**src/rtl/bus_arbiter_if.sv**
```systemverilog
// Requester-side and bus-side signals of the round-robin bus arbiter.
// master = arbiter view, slave = requesters plus bus target.
interface bus_arbiter_if #(
  parameter int N_PORTS = 2,
  parameter int XLEN    = 32
);
  localparam int BE = XLEN / 8;

  logic [N_PORTS-1:0]      i_req;
  logic [N_PORTS-1:0]      i_wr;
  logic [N_PORTS*XLEN-1:0] i_addr;
  logic [N_PORTS*XLEN-1:0] i_wdata;
  logic [N_PORTS*BE-1:0]   i_ben;
  logic [N_PORTS-1:0]      o_ready;
  logic [N_PORTS-1:0]      o_err;
  logic [XLEN-1:0]         o_rdata;

  logic                    i_ack;
  logic [XLEN-1:0]         i_rd_data;
  logic                    o_bus_en;
  logic                    o_wr_en;
  logic [XLEN-1:0]         o_addr;
  logic [XLEN-1:0]         o_wr_data;
  logic [BE-1:0]           o_byte_en;

  modport master (
    input  i_req, i_wr, i_addr, i_wdata, i_ben, i_ack, i_rd_data,
    output o_ready, o_err, o_rdata, o_bus_en, o_wr_en, o_addr, o_wr_data, o_byte_en
  );

  modport slave (
    output i_req, i_wr, i_addr, i_wdata, i_ben, i_ack, i_rd_data,
    input  o_ready, o_err, o_rdata, o_bus_en, o_wr_en, o_addr, o_wr_data, o_byte_en
  );
endinterface

```
**src/rtl/bus_arbiter.sv**
```systemverilog
// Round-robin N-port bus arbiter: registered bus request one edge after grant, completion/error pulse combinational with i_ack or timeout.
// Requesters hold i_req until o_ready; bus stalls via i_ack, bounded by TIMEOUT; dropping i_req aborts without advancing rr.
module bus_arbiter #(
  parameter int N_PORTS = 2,
  parameter int XLEN    = 32,
  parameter int TIMEOUT = 255
) (
  input  logic          i_clk,
  input  logic          i_rst,
  bus_arbiter_if.master bif
);
  localparam int BE = XLEN / 8;
  localparam int AL = $clog2(BE);
  localparam int GW = (N_PORTS > 1) ? $clog2(N_PORTS) : 1;
  localparam int CW = (TIMEOUT < 2) ? 1 : $clog2(TIMEOUT + 1);

  typedef enum logic {
    IDLE = 1'b0,
    BUSY = 1'b1
  } state_t;

  state_t          r_state;
  state_t          w_state_nxt;
  logic [GW-1:0]   r_g;
  logic [GW-1:0]   r_rr;
  logic [CW-1:0]   r_cnt;
  logic            r_bus_en;
  logic            r_wr_en;
  logic [XLEN-1:0] r_addr;
  logic [XLEN-1:0] r_wr_data;
  logic [BE-1:0]   r_byte_en;

  logic            w_found;
  logic [GW-1:0]   w_gnt;
  logic [GW-1:0]   w_rr_adv;
  logic [XLEN-1:0] w_sel_addr;
  logic [XLEN-1:0] w_sel_wdata;
  logic [BE-1:0]   w_sel_ben;
  logic            w_sel_wr;
  logic [XLEN-1:0] w_bus_addr;
  logic [CW-1:0]   w_cnt_inc;
  logic            w_tmo_hit;
  logic            w_busy;
  logic            w_held;
  logic            w_abort;
  logic            w_ack_ok;
  logic            w_tmo;
  logic            w_done;
  logic [N_PORTS-1:0] w_ready;
  logic [N_PORTS-1:0] w_err;
  logic [XLEN-1:0]    w_rdata;

  // Reverse scan so the port closest to rr is the last (winning) assignment.
  always_comb begin
    w_found = 1'b0;
    w_gnt   = '0;
    for (int i = N_PORTS - 1; i >= 0; i--) begin
      if (bif.i_req[(int'(r_rr) + i) % N_PORTS]) begin
        w_found = 1'b1;
        w_gnt   = GW'((int'(r_rr) + i) % N_PORTS);
      end
    end
  end

  assign w_sel_addr  = bif.i_addr[w_gnt*XLEN +: XLEN];
  assign w_sel_wdata = bif.i_wdata[w_gnt*XLEN +: XLEN];
  assign w_sel_ben   = bif.i_ben[w_gnt*BE +: BE];
  assign w_sel_wr    = bif.i_wr[w_gnt];
  assign w_bus_addr  = w_sel_wr ? {w_sel_addr[XLEN-1:AL], AL'(0)} : w_sel_addr;

  assign w_rr_adv = (r_g == GW'(N_PORTS - 1)) ? '0 : r_g + 1'b1;

  // w_cnt_inc counts the current cycle too, so the TIMEOUT-th waiting cycle fires.
  assign w_cnt_inc = (r_cnt == '1) ? r_cnt : r_cnt + 1'b1;
  assign w_tmo_hit = (TIMEOUT != 0) && (w_cnt_inc == CW'(TIMEOUT));

  // A cycle with reset asserted never completes the in-flight transaction.
  assign w_busy   = (r_state == BUSY) && i_rst;
  assign w_held   = bif.i_req[r_g];
  assign w_abort  = w_busy && !w_held;
  assign w_ack_ok = w_busy && w_held && bif.i_ack;
  assign w_tmo    = w_busy && w_held && !bif.i_ack && w_tmo_hit;
  assign w_done   = w_ack_ok || w_tmo;

  always_comb begin
    w_state_nxt = r_state;
    case (r_state)
      IDLE:    if (w_found) w_state_nxt = BUSY;
      BUSY:    if (w_done || w_abort) w_state_nxt = IDLE;
      default: w_state_nxt = IDLE;
    endcase
  end

  always_comb begin
    w_ready = '0;
    w_err   = '0;
    w_rdata = '0;
    if (w_done) w_ready[r_g] = 1'b1;
    if (w_tmo) w_err[r_g] = 1'b1;
    if (w_ack_ok && !r_wr_en) w_rdata = bif.i_rd_data;
  end

  always_ff @(posedge i_clk) begin
    if (!i_rst) begin
      r_state   <= IDLE;
      r_g       <= '0;
      r_rr      <= '0;
      r_cnt     <= '0;
      r_bus_en  <= 1'b0;
      r_wr_en   <= 1'b0;
      r_addr    <= '0;
      r_wr_data <= '0;
      r_byte_en <= '0;
    end else begin
      r_state <= w_state_nxt;
      if (r_state == IDLE) begin
        if (w_found) begin
          r_g       <= w_gnt;
          r_cnt     <= '0;
          r_bus_en  <= 1'b1;
          r_wr_en   <= w_sel_wr;
          r_addr    <= w_bus_addr;
          r_wr_data <= w_sel_wdata;
          r_byte_en <= w_sel_ben;
        end
      end else if (w_done || w_abort) begin
        r_bus_en <= 1'b0;
        r_wr_en  <= 1'b0;
        if (w_done) r_rr <= w_rr_adv;
      end else begin
        r_cnt <= w_cnt_inc;
      end
    end
  end

  assign bif.o_ready   = w_ready;
  assign bif.o_err     = w_err;
  assign bif.o_rdata   = w_rdata;
  assign bif.o_bus_en  = r_bus_en;
  assign bif.o_wr_en   = r_wr_en;
  assign bif.o_addr    = r_addr;
  assign bif.o_wr_data = r_wr_data;
  assign bif.o_byte_en = r_byte_en;
endmodule

```
**src/flat_wrapper.sv**
```systemverilog
// flat-port wrapper written by rule: the top's interface ports become plain ports
module bus_arbiter_flat 
#(
  parameter int N_PORTS = 2,
  parameter int XLEN    = 32,
  parameter int TIMEOUT = 255
)
  (i_clk, i_rst, bif_i_req, bif_i_wr, bif_i_addr, bif_i_wdata, bif_i_ben, bif_i_ack, bif_i_rd_data, bif_o_ready, bif_o_err, bif_o_rdata, bif_o_bus_en, bif_o_wr_en, bif_o_addr, bif_o_wr_data, bif_o_byte_en);
  bus_arbiter_if #(.N_PORTS(N_PORTS), .XLEN(XLEN)) bif_i ();
  input  logic i_clk;
  input  logic i_rst;
  input wire logic [$bits(bif_i.i_req)-1:0] bif_i_req;
  input wire logic [$bits(bif_i.i_wr)-1:0] bif_i_wr;
  input wire logic [$bits(bif_i.i_addr)-1:0] bif_i_addr;
  input wire logic [$bits(bif_i.i_wdata)-1:0] bif_i_wdata;
  input wire logic [$bits(bif_i.i_ben)-1:0] bif_i_ben;
  input wire logic [$bits(bif_i.i_ack)-1:0] bif_i_ack;
  input wire logic [$bits(bif_i.i_rd_data)-1:0] bif_i_rd_data;
  output wire logic [$bits(bif_i.o_ready)-1:0] bif_o_ready;
  output wire logic [$bits(bif_i.o_err)-1:0] bif_o_err;
  output wire logic [$bits(bif_i.o_rdata)-1:0] bif_o_rdata;
  output wire logic [$bits(bif_i.o_bus_en)-1:0] bif_o_bus_en;
  output wire logic [$bits(bif_i.o_wr_en)-1:0] bif_o_wr_en;
  output wire logic [$bits(bif_i.o_addr)-1:0] bif_o_addr;
  output wire logic [$bits(bif_i.o_wr_data)-1:0] bif_o_wr_data;
  output wire logic [$bits(bif_i.o_byte_en)-1:0] bif_o_byte_en;
  assign bif_i.i_req = bif_i_req;
  assign bif_i.i_wr = bif_i_wr;
  assign bif_i.i_addr = bif_i_addr;
  assign bif_i.i_wdata = bif_i_wdata;
  assign bif_i.i_ben = bif_i_ben;
  assign bif_i.i_ack = bif_i_ack;
  assign bif_i.i_rd_data = bif_i_rd_data;
  assign bif_o_ready = bif_i.o_ready;
  assign bif_o_err = bif_i.o_err;
  assign bif_o_rdata = bif_i.o_rdata;
  assign bif_o_bus_en = bif_i.o_bus_en;
  assign bif_o_wr_en = bif_i.o_wr_en;
  assign bif_o_addr = bif_i.o_addr;
  assign bif_o_wr_data = bif_i.o_wr_data;
  assign bif_o_byte_en = bif_i.o_byte_en;
  bus_arbiter #(.N_PORTS(N_PORTS), .XLEN(XLEN), .TIMEOUT(TIMEOUT)) u_core (.i_clk(i_clk), .i_rst(i_rst), .bif(bif_i));
endmodule
```
**config.mk**
```make
export PLATFORM = sky130hd
export DESIGN_NAME = bus_arbiter_flat
export DESIGN_NICKNAME = d
export VERILOG_FILES = /design/src/rtl/bus_arbiter_if.sv /design/src/rtl/bus_arbiter.sv /design/src/flat_wrapper.sv
export SDC_FILE = /design/constraint.sdc
export NUM_CORES = 1
export LEC_CHECK = 0
export BUFFER_PORTS_ARGS = -buffer_cell sky130_fd_sc_hd__buf_2
export CAP_MARGIN = 15
export CORE_AREA = 2 2 110 112
export DETAILED_ROUTE_END_ITERATION = 16
export DIE_AREA = 0 0 112 114
export PLACE_DENSITY = 0.72
export SKIP_CTS_REPAIR_TIMING = 1
export SYNTH_ARGS = -nofsm -noshare
export SYNTH_HDL_FRONTEND = slang
export SYNTH_SLANG_ARGS = --single-unit
export TNS_END_PERCENT = 5
```
**constraint.sdc**
```tcl
create_clock -name i_clk -period 2.3 [get_ports i_clk]
set_clock_uncertainty 0.15 [all_clocks]
set_input_delay 0.23 -clock i_clk [delete_from_list [all_inputs] [get_ports i_clk]]
set_output_delay 0.23 -clock i_clk [all_outputs]
set_load 0.05 [all_outputs]
```
==> results of run 1 <==
==> layer usage <==
layer	part of all wire [%]	vias up
met1	41	2067
met3	8.1	17
met5	0	-
li1	-	2231
met2	50	183
met4	1.2	0
==> worst register-to-register path, stage by stage, from the launching register on <==
cell	delay, ns
sky130_fd_sc_hd__dfxtp_4	0.36
sky130_fd_sc_hd__ha_4	0.19
sky130_fd_sc_hd__buf_6	0.13
sky130_fd_sc_hd__nand2_1	0.05
sky130_fd_sc_hd__a21oi_1	0.04
sky130_fd_sc_hd__a31oi_1	0.23
sky130_fd_sc_hd__a221oi_4	0.14
sky130_fd_sc_hd__buf_4	0.20
sky130_fd_sc_hd__or4_1	0.50
sky130_fd_sc_hd__a21boi_1	0.16
==> synthesized netlist by cell type (2+ instances only) <==
cell type,instances
sky130_fd_sc_hd__nand2_1,81
sky130_fd_sc_hd__nand3b_1,3
sky130_fd_sc_hd__and3_1,4
sky130_fd_sc_hd__nand3_1,8
sky130_fd_sc_hd__o2bb2ai_1,2
sky130_fd_sc_hd__o311ai_0,3
sky130_fd_sc_hd__o32ai_1,2
sky130_fd_sc_hd__nor3_1,3
sky130_fd_sc_hd__nand4_1,5
sky130_fd_sc_hd__a21oi_1,3
sky130_fd_sc_hd__nor2_1,12
sky130_fd_sc_hd__buf_4,4
sky130_fd_sc_hd__buf_2,11
sky130_fd_sc_hd__and2_1,36
sky130_fd_sc_hd__clkbuf_1,28
sky130_fd_sc_hd__inv_1,6
sky130_fd_sc_hd__mux2i_1,68
sky130_fd_sc_hd__or2_2,2
sky130_fd_sc_hd__a41oi_1,2
sky130_fd_sc_hd__o21ai_0,5
sky130_fd_sc_hd__dfxtp_1,81
sky130_fd_sc_hd__o211a_1,68
==> final timing paths <==
kind,cells past startpoint,end,from
min,4,u_core.bif.o_wr_data[22],bif_i_wdata[54]
max reg2reg,9,u_core.r_cnt[3],u_core.r_cnt[0]
max,7,bif_o_err[0],u_core.r_cnt[0]
min reg2reg,1,u_core.bif.o_addr[6],u_core.bif.o_addr[6]
==> state kept, by name (all words and copies together), names as in the netlist <==
signal,flops
u_core.bif.o_byte_en,4
u_core.bif.o_wr_data,32
u_core.r_rr,1
u_core.r_cnt,8
u_core.bif.o_addr,32
u_core.bif.o_wr_en,1
u_core.r_g,1
u_core.bif.o_bus_en,1
u_core.r_state,1
==> final cells by class <==
class	instances	share of cell area [%]
inverters	6	0.353
repair buffers	304	26.3
multi-input cells	336	39.9
well taps	147	2.88
clock inverters	6	1.31
clock buffers	9	3.53
flip-flops and latches	81	25.7
==> per-stage QoR <==
step	instance area (um^2)	utilization, %	setup WS, ns	TNS, ns
after CTS	6240	53.3	-0.545	-3.77
after floorplan	4310	-	-0.138	-0.282
after global placement	5930	50.6	-0.121	-0.429
final	6380	54.5	-0.200	-0.683
after detailed placement	5930	50.6	-0.169	-0.840
after global routing	6380	54.5	-0.275	-1.04
==> cell families after synthesis <==
group	share of synthesized area [%]
AOI/OAI and AO/OA	21.9
xor gates and xnor gates	0.203
adders and majority gates	0.290
buffers and inverters	5.02
DFF	37.6
muxes	16.0
and+or+nand+nor	18.9
==> power breakdown <==
| part | switching (mW) | leakage (nW) | internal (mW) |
|---|---|---|---|
| combinational | 0.812 | 3.09 | 0.410 |
| sequential | 0.0635 | 0.675 | 1.53 |
| clock | 0.548 | 0.155 | 0.940 |
==> summary by stage, run 1 <==
Die
The die footprint is 0.0128 mm^2. The I/O pin count is about 280. The initial utilization of the core area, before any placement, comes to around 37%.

The overall die width is around 110 um. The total number of placement rows is 40. The total area inside the core boundary comes to between 0.01 and 0.015 mm^2. From bottom edge to top edge, the die measures 114 um.

Logic synthesis
The synthesized design spends more area on one cell type than any other, namely sky130_fd_sc_hd__dfxtp_1. The async set or reset register ratio after synthesis is 0%. The sequential cell area fraction in the yosys report is between 30% and 40%. The combined area of all synthesized cells is between 0.004 and 0.005 mm^2.

The synthesized netlist cell count is 467. The number of nets in the synthesized netlist is 643. The leading register cell type out of synthesis is sky130_fd_sc_hd__dfxtp_1. The count of flip-flops with a built-in enable after synthesis is 0.

For this run, the number of Yosys warnings is 0. The mean instance size in the synthesized netlist is a little over 9 um^2. The synthesized netlist contains between 50 and 60 unique library cells. Summed over its instances, the top area cell type makes up 37.6% of the synthesized netlist area. In the post-synthesis netlist, the biggest area contributors are sky130_fd_sc_hd__dfxtp_1 (38%), sky130_fd_sc_hd__mux2i_1 (16%), sky130_fd_sc_hd__o211a_1 (16%).

The synthesized flop and latch total is just over 80.

Timing
The final critical-path share of the clock period is 109%. The minimum clock period after layout is approximately 2.5 ns. The final-report hold violation count is 0.

Measured against its own limit, the worst slew margin works out to roughly 43%. The tightest hold path in the finished design has a slack of a little under 0.09 ns. The number of max-slew violations in the final report is 0. The number of setup violations in the final report is 4. At the pin with the least slew margin, the transition time is 0.857 ns. Timing would allow up to around 400 MHz.

In the post-route analysis, the smallest setup slack over all paths is -0.200 ns. Setup repair after global routing could not meet its margin everywhere.

Placed design
The final RePlAce weighted congestion is between 0.9 and 1. The count of buffers inserted at the top-level ports is 280. The total half-perimeter wirelength after legalization and detailed placement is 9730 um.

Once placement completed, the tool counted placed cells totaling 872.

Global routing
The first global-routing pass estimated between 15000 and 20000 um of wire. The initial antenna violation count was 0. In this run the most used layer during global routing was met2. For this run, global-route usage on met2 was measured as between 30% and 40%.

The overall track demand over capacity in global routing is a little under a fifth. In the global route stage, met1 resource usage came out at 21.4%. The fraction of met3 tracks used by global routing is between 4 and 5%. The remaining global-route overflow is 0. Entering global routing, the biggest net connects 85 pins. The number of global-route vias before repair is 4117.

Setup path
The largest individual stage delay along the critical path comes from the cell sky130_fd_sc_hd__a221oi_4. STA puts the critical path data required time at between 1.5 and 2 ns. Counting both buffers and inverters, the worst setup path holds a total of 2. The kind of launch point of the worst setup path is a register. The setup check on the worst reg-to-reg path leaves a slack of ~0.090 ns.

The endpoint arrival time on the critical path is about 2.1 ns. The critical path is of the reg -> out type. Along the worst path, the maximum fanout reaches 6. The type of element capturing the critical path is an output pin. The kind of cell adding the most delay to the critical path is compound AO/OA/AOI/OAI gates. Walking the worst path, the cells encountered are ha_4 -> buf_6 -> a21boi_2 -> o211ai_2 -> a221oi_4 -> and4bb_2 -> buf_8. The maximum cell stage delay along the critical path is 0.42 ns.

Finish
Leaving out fill and tap cells, the most frequent cell in the layout is sky130_fd_sc_hd__buf_2. The fill cell instance count of the final layout is 1072. After the flow finishes, the layout carries non-filler instances totaling 889. The post-route netlist has a little under half of its cells at a drive strength greater than 1. The library cells used most frequently in the layout, excluding fill and tap cells, are sky130_fd_sc_hd__buf_2 (267), sky130_fd_sc_hd__nand2_1 (81), sky130_fd_sc_hd__dfxtp_1 (75). The multi-input combinational cells in the finished layout cover a total of around 0.0025 mm^2.

In the final layout, flip-flops and latches occupy roughly 0.0016 mm^2. Relative to the synthesized area, the layout overhead comes to 48.1%. The net count reported at finish is a little over 900.

The diode insertion count for antenna repair is 0.

Power
Summing internal, switching and leakage power gives between 4 and 5 mW. The maximum resistive drop on vdd is between 400 and 500 uV. For this design the ratio of total power to cell area is around 670 mW/mm^2. Summed over all cells, the static leakage comes to roughly 4 nW.

Clock network
The CTS tree is done. The count of clock tree sinks is 81. TritonCTS created 9 clock buffers. The number of H-tree branching levels is 3. In this run the deepest clock path goes through 2 buffers. The clock transition time at the flip-flop clock pins of the worst setup and hold paths is ~0.06 ns. Clock latency on the worst-skew pair, taken at its later pin, is between 0.3 and 0.4 ns. The clock root buffer master is sky130_fd_sc_hd__clkbuf_16.

Detailed routing
Dividing the detail-routed wire length by the instance count gives between 10 and 15 um. The first routing iteration left between 150 and 200 violations. The routed wire length is 12800 um. Dividing the detail-routed via count by the number of cells gives 5.06. The residual antenna-violating net count after detailed routing is 0. For this run, the detailed router's first-pass iteration total came to 4. The number of vias in the routed layout is 4498.

The post-detailed-route DRC marker count is 0.

Job
The number of maximum-capacitance constraint violations is 0.

Worst hold path
The tightest min-delay check is of the in -> reg type.

Run status
The flow ran to the end, but the final reports show violations. The checks that failed: setup timing.
(Power assumes the default switching activity.)
==> run 2, diff against run 1 <==
--- a/config.mk
+++ b/config.mk
@@ -7,10 +7,9 @@
 export LEC_CHECK = 0
 export BUFFER_PORTS_ARGS = -buffer_cell sky130_fd_sc_hd__buf_2
 export CAP_MARGIN = 15
-export CORE_AREA = 2 2 110 112
+export CORE_UTILIZATION = 38
 export DETAILED_ROUTE_END_ITERATION = 16
-export DIE_AREA = 0 0 112 114
-export PLACE_DENSITY = 0.72
+export PLACE_DENSITY = 0.73
 export SKIP_CTS_REPAIR_TIMING = 1
 export SYNTH_ARGS = -nofsm -noshare
 export SYNTH_HDL_FRONTEND = slang
==> run 2 against run 1 <==
The flow still finishes with violations (setup timing). Register-to-register slack worse by 0.02 ns. Combinational power about the same. Die area down 7.8%. Utilization up 3.9 points. Sequential power about the same. Wire length up 3.5%. Critical path type unchanged. Largest power group unchanged.
==> summary by stage, run 2 (synthesis gave the netlist of run 1 again) <==
Placed design
The number of placed instances, taps included is around 870. Detailed placement ended at an HPWL of 9960 um. The total placed instance area is just under 0.006 mm^2. The worst-case setup slack after placement is -0.0563 ns. The count of buffers inserted at the top-level ports is 280. The final RePlAce weighted congestion is about 0.8.

Clock network
The worst-case clock buffer depth is 2. The count of clock tree sinks is 81. TritonCTS created 9 clock buffers. TritonCTS built the clock tree. Clock latency on the worst-skew pair, taken at its later pin, is approximately 0.33 ns. CTS built an H-tree with a depth of 3. The clock root buffer master is sky130_fd_sc_hd__clkbuf_16. The clock transition time at the flip-flop clock pins of the worst setup and hold paths is about 0.060 ns.

Power
For this design the ratio of total power to cell area is around 670 mW/mm^2. The static leakage is roughly 4 nW. IR analysis of the VDD net gives a maximum drop of 378 uV.

Finish
Excluding fillers, the count of instances in the completed layout stands at a little under 900. The diode insertion count for antenna repair is 0. The post-route core utilization is 58.5%. The area growth from synthesis to final layout is 48.3%. The library cells used most frequently in the layout, excluding fill and tap cells, are sky130_fd_sc_hd__buf_2 (257), sky130_fd_sc_hd__nand2_1 (81), sky130_fd_sc_hd__dfxtp_1 (77). After routing the design area is ~0.0064 mm^2. The fill cell instance count of the final layout is slightly below 1000.

Cells with a size suffix above 1 make up a little under half of the layout. In the final layout, the multi-input gates occupy 0.00253 mm^2. The most frequent standard cell in the layout excluding fill and tap cells is sky130_fd_sc_hd__buf_2. After the last flow step, the layout net total stands at roughly 920. The register cell area after layout is between 0.0015 and 0.002 mm^2.

Detailed routing
The detailed-route wire length per cell is 14.9 um. The routed wire length is about 13000 um. The post-detailed-route DRC marker count is 0. After detailed routing, the number of vias per cell comes to 5.16.

The count of TritonRoute iterations in the first routing pass is 5. The number of vias in the routed layout is approximately 4600. The initial detailed-routing violation count is 227.

In this run the remaining antenna-violating nets after routing total 0.

Job
The number of maximum-capacitance constraint violations is 0.

Die
The die footprint is approximately 0.012 mm^2. The overall die width is between 100 and 150 um. 281 I/O pins were placed. From bottom edge to top edge, the die measures between 100 and 150 um.

Row generation in the floorplan step produced 38 rows. The area inside the core boundary is ~0.011 mm^2. The initial utilization of the core area, before any placement, comes to 39.4%.

Global routing
Entering global routing, the biggest net connects 85 pins. After global routing the overflow that remains totals 0. Global routing used a little over a fifth of the available tracks across all layers. The initial antenna violation count is 0.

The first global-routing pass estimated ~19000 um of wire. The number of global-route vias before repair was between 4000 and 5000.

Timing
The minimum clock period after layout is roughly 2.5 ns. The relative slew slack is between 40% and 50%. Setup repair after global routing could not meet its margin everywhere.

Derived from the worst setup path, the maximum achievable clock frequency is 408 MHz. Dividing the final minimum period by the clock period gives 107%. The final-report hold violation count is 0. Once routing completed, OpenROAD measured the worst setup slack at -0.153 ns. The slew at the pin closest to its max-slew limit is 0.862 ns. Setup violations remaining at the end of the flow were counted as 4. The number of max-slew violations in the final report was 0.

Setup path
The required time of the worst setup path is between 1.5 and 2 ns. The endpoint arrival time on the critical path is 2.07 ns. The type of element capturing the critical path is an output pin. The largest driver fanout on the critical path is 4. The classification of the worst setup path is reg -> out. The kind of launch point of the worst setup path is a register.

Run status
The flow ran to the end, but the final reports show violations. The checks that failed: setup timing.

Worst hold path
The worst min-delay path class is in -> reg.
==> run 2: final cells by class <==
| cell class | count | share of cell area (%) |
|---|---|---|
| Sequential cell | 81 | 25.4 |
| Multi-Input combinational cell | 336 | 39.6 |
| Timing Repair Buffer | 306 | 27.0 |
| Tap cell | 140 | 2.74 |
| Inverter | 6 | 0.352 |
| Clock inverter | 6 | 1.31 |
| Clock buffer | 9 | 3.52 |
==> run 2: path summary, 6_finish.rpt <==
check / from / slack (ns) / endpoint / cells after the start
hold / removal: bif_i_addr[54] / 0.09 / u_core.bif.o_addr[22] / 4
setup reg to reg: u_core.r_cnt[0] / 0.07 / u_core.r_cnt[3] / 10
hold reg to reg: u_core.bif.o_addr[23] / 0.34 / u_core.bif.o_addr[23] / 1
setup / recovery: u_core.r_cnt[0] / -0.15 / bif_o_err[0] / 8
==> run 2: power by group <==
| group | internal [mW] | leakage, nW | total [mW] | switching (mW) |
|---|---|---|---|---|
| Clock | 0.940 | 0.155 | 1.49 | 0.547 |
| Sequential | 1.53 | 0.673 | 1.60 | 0.0642 |
| Combinational | 0.411 | 3.09 | 1.23 | 0.815 |
==> run 2: worst max-delay path: stages, from the launching register on <==
cell and delay, ns:
sky130_fd_sc_hd__dfxtp_2 0.34, sky130_fd_sc_hd__buf_6 0.12, sky130_fd_sc_hd__and2_4 0.16, sky130_fd_sc_hd__o211ai_1 0.18, sky130_fd_sc_hd__a31oi_1 0.13, sky130_fd_sc_hd__a221oi_2 0.24
sky130_fd_sc_hd__buf_4 0.18, sky130_fd_sc_hd__and4bb_2 0.24, sky130_fd_sc_hd__buf_6 0.16
==> run 2: through the flow <==
| stage | total power [mW] | hold slack, ns | setup TNS (ns) |
|---|---|---|---|
| floorplan | 2.46 | 0.285 | -0.282 |
| global placement | 2.82 | 0.325 | -0.0987 |
| global route | 4.52 | 0.0924 | -1.05 |
| detailed placement | 2.85 | 0.333 | -0.151 |
| CTS | 4.35 | 0.0825 | -3.26 |
| finish | 4.31 | 0.0933 | -0.542 |
==> run 2: routing by layer <==
metal | GRT usage [%] | vias up | wire [um]
li1 | - | 2236 | -
met2 | 39.8 | 188 | 6990
met4 | 7.82 | 0 | 206
met3 | 5.06 | 18 | 952
met1 | 22.4 | 2123 | 5060
met5 | 0 | - | 0
==> run 3, diff against run 2 <==
--- a/config.mk
+++ b/config.mk
@@ -9,6 +9,7 @@
 export CAP_MARGIN = 15
 export CORE_UTILIZATION = 38
 export DETAILED_ROUTE_END_ITERATION = 16
+export GPL_TIMING_DRIVEN = 0
 export PLACE_DENSITY = 0.73
 export SKIP_CTS_REPAIR_TIMING = 1
 export SYNTH_ARGS = -nofsm -noshare
==> run 3 against run 2 <==
Wire length grew 9.9%. The run still ends with setup timing left. Highest routed layer is now met5. Final cell count grew 3.2%. Sequential share of layout area shrank 0.56 points. Largest power group unchanged. Clock-buffer cell count grew 1. Critical path depth is the same. Power shrank 0.57%.
==> summary by stage, run 3 (synthesis gave the netlist of run 1 again) <==
Timing
The number of max-slew violations in the final report is 0. The final critical-path share of the clock period is 114%. Based on the critical path, the design can be clocked at up to between 300 and 400 MHz. Setup repair after global routing could not meet its margin everywhere.

At the pin with the least slew margin, the transition time is around 0.73 ns. In this run the tightest slew margin relative to its limit is roughly half. Setup violations remaining at the end of the flow were counted as 4.

The final-report hold violation count is 0. Counting I/O delays and the setup requirement, the final critical path takes ~2.6 ns. The worst hold slack across all endpoints is roughly 0.096 ns. The minimum setup slack in the final design is -0.317 ns.

Worst hold path
The number of cells traversed by the worst hold path is 4. The worst min-delay path class is in -> reg. The hold path startpoint is bif_i_wdata[47]. The worst hold path terminates at u_core.bif.o_wr_data[15].

Die
281 I/O pins were placed. The die is between 100 and 150 um wide. The die footprint is about 0.012 mm^2. The effective utilization at floorplan is between 30% and 40%.

The die height is between 100 and 150 um. The core region is roughly 0.011 mm^2. The floorplan has 38 rows.

Placed design
Buffers placed on the I/O ports in this run total 280. The total half-perimeter wirelength after legalization and detailed placement is 11200 um. OpenSTA, run right after detailed placement, puts the worst setup slack at -0.347 ns.

The final RePlAce weighted congestion is roughly 0.87.

Setup path
The critical path goes through buf_2 -> nand3_1 -> nor2_1 -> nand2_1 -> a221oi_4 -> buf_4 -> and4bb_2 -> buf_8. On the worst path, the slowest cell contributes a delay of roughly 0.35 ns. The required time of the worst setup path is approximately 1.9 ns.

STA puts the critical path data arrival time at 2.24 ns. The largest driver fanout on the critical path is 10. The number of cells on the worst reg-to-reg path is 9. STA classifies the critical path endpoint as an output pin.

The kind of cell adding the most delay to the critical path is simple AND/OR/NAND/NOR gates. In this run the critical register-to-register path is captured at u_core.r_cnt[4]. The critical path in this run is classified as reg -> out.

The reg-to-reg startpoint is u_core.r_cnt[2]. The slowest library cell on the worst path is sky130_fd_sc_hd__dfxtp_1. The kind of launch point of the worst setup path is a register. Across all register-to-register paths, the minimum setup slack is 0.09 ns. The number of buffers and inverters on the critical path is 3.

Clock network
The cell sitting at the root of the clock tree is a sky130_fd_sc_hd__clkbuf_16. Buffers inserted during clock tree synthesis total 9. The clock transition time at the flip-flop clock pins of the worst setup and hold paths is about 0.06 ns.

Counting along the longest clock path gives a buffer depth of 2. Clock latency on the worst-skew pair, taken at its later pin, is 0.33 ns. The count of clock tree sinks is 81. CTS built an H-tree with a depth of 3. The CTS tree is done.

Finish
The area growth from synthesis to final layout is 51.9%. Fill cells in the final layout number roughly 950. The diode insertion count for antenna repair is 0. The net count reported at finish is around 940. The library cell used most frequently in the layout, excluding fill and tap cells, is sky130_fd_sc_hd__buf_2. In the final layout, the share of cells above drive strength 1 is ~46%. In the layout the commonest cells are sky130_fd_sc_hd__buf_2 (263), sky130_fd_sc_hd__nand2_1 (80), sky130_fd_sc_hd__dfxtp_1 (78).

Global routing
Entering global routing, the biggest net connects 15 pins. Global routing used between 20% and 30% of the available tracks. The initial antenna violation count is 1. The first global-routing pass estimated just over 20000 um of wire. Global routing finished with a remaining overflow of 0. The number of global-route vias before repair came to 4360.

Power
The power after layout is about 4.3 mW. The worst-case IR drop observed on VDD is 416 uV. Dividing total power by cell area gives a power density of between 600 and 700 mW/mm^2. The static leakage is roughly 4.0 nW.

Detailed routing
The residual antenna-violating net count after detailed routing is 0. For this block, the initial DRC count from the detailed router was around 230. The post-detailed-route DRC marker count is 0. The first detailed-routing pass ran for 4 iterations. Summed over all layers, the routed wires come to about 15000 um. In the final routed layout, each cell accounts on average for approximately 16 um. The via density per instance is around 5.2. For this block, the via count after detailed routing is about 4700.

Job
The number of maximum-capacitance constraint violations is 0.

Run status
The checks that failed: setup timing. The run finished, with violations left.
-- run 3: cell count changes in the layout (fill, tap and decap cells not counted), moves of 8 or more --
cell,previous run,this run
sky130_fd_sc_hd__clkbuf_1,0,25
sky130_fd_sc_hd__buf_6,6,16
sky130_fd_sc_hd__buf_4,26,18
sky130_fd_sc_hd__clkbuf_4,13,3
-- run 3: final cells by class --
cell class | instances | area (um^2) | share of cell area (%)
clock inverters | 6 | 66.3 | 1.01
flip-flops and latches | 81 | 1630 | 24.9
clock buffers | 10 | 229 | 3.50
plain buffers | 44 | 210 | 3.21
inverters | 6 | 22.5 | 0.344
multi-input cells | 336 | 2580 | 39.4
well taps | 140 | 175 | 2.67
repair buffers | 289 | 1640 | 25.0
-- run 3: power breakdown --
part | switching (mW) | leakage, nW | internal (mW) | total [mW]
Clock | 0.577 | 0.147 | 0.845 | 1.42
Sequential | 0.0705 | 0.673 | 1.53 | 1.60
Combinational | 0.842 | 3.15 | 0.420 | 1.26
Total | 1.49 | 3.97 | 2.80 | 4.28
-- run 3: how the worst max path moves through the flow --
stage,startpoint,to,slack [ns],depth (start not counted)
global route,u_core.r_cnt[0],bif_o_err[0],-0.43,8
global placement,u_core.r_g,bif_o_rdata[9],-0.30,5
CTS,u_core.r_g,bif_o_rdata[8],-0.72,5
detailed placement,u_core.r_g,bif_o_rdata[8],-0.35,5
floorplan,u_core.r_cnt[0],bif_o_ready[0],-0.14,7
finish,u_core.r_cnt[2],bif_o_err[0],-0.32,8
-- run 3: through the flow --
step / setup TNS, ns / area, um^2 / utilization (%) / cells
detailed placement: -8.76 / 5890 / 53.8 / 887
CTS: -21.74 / 6180 / 56.5 / 903
floorplan: -0.282 / 4310 / - / 467
finish: -0.998 / 6550 / 59.9 / 912
global route: -3.10 / 6550 / 59.9 / 912
global placement: -6.72 / 5890 / 53.8 / 887
-- run 3: routing by layer --
layer	GRT usage (%)	up-vias	routed length [um]
li1	-	2293	-
met1	24.1	2169	5380
met2	42.4	232	7560
met3	5.79	33	1130
met4	10.0	2	428
met5	0	-	13
-- run 3: worst min-delay path, delay by kind of cell --
kind	cells	cell delay, ns
mux	1	0.05
simple gates	1	0.06
compound gates	1	0.13
buf+inv	1	0.07
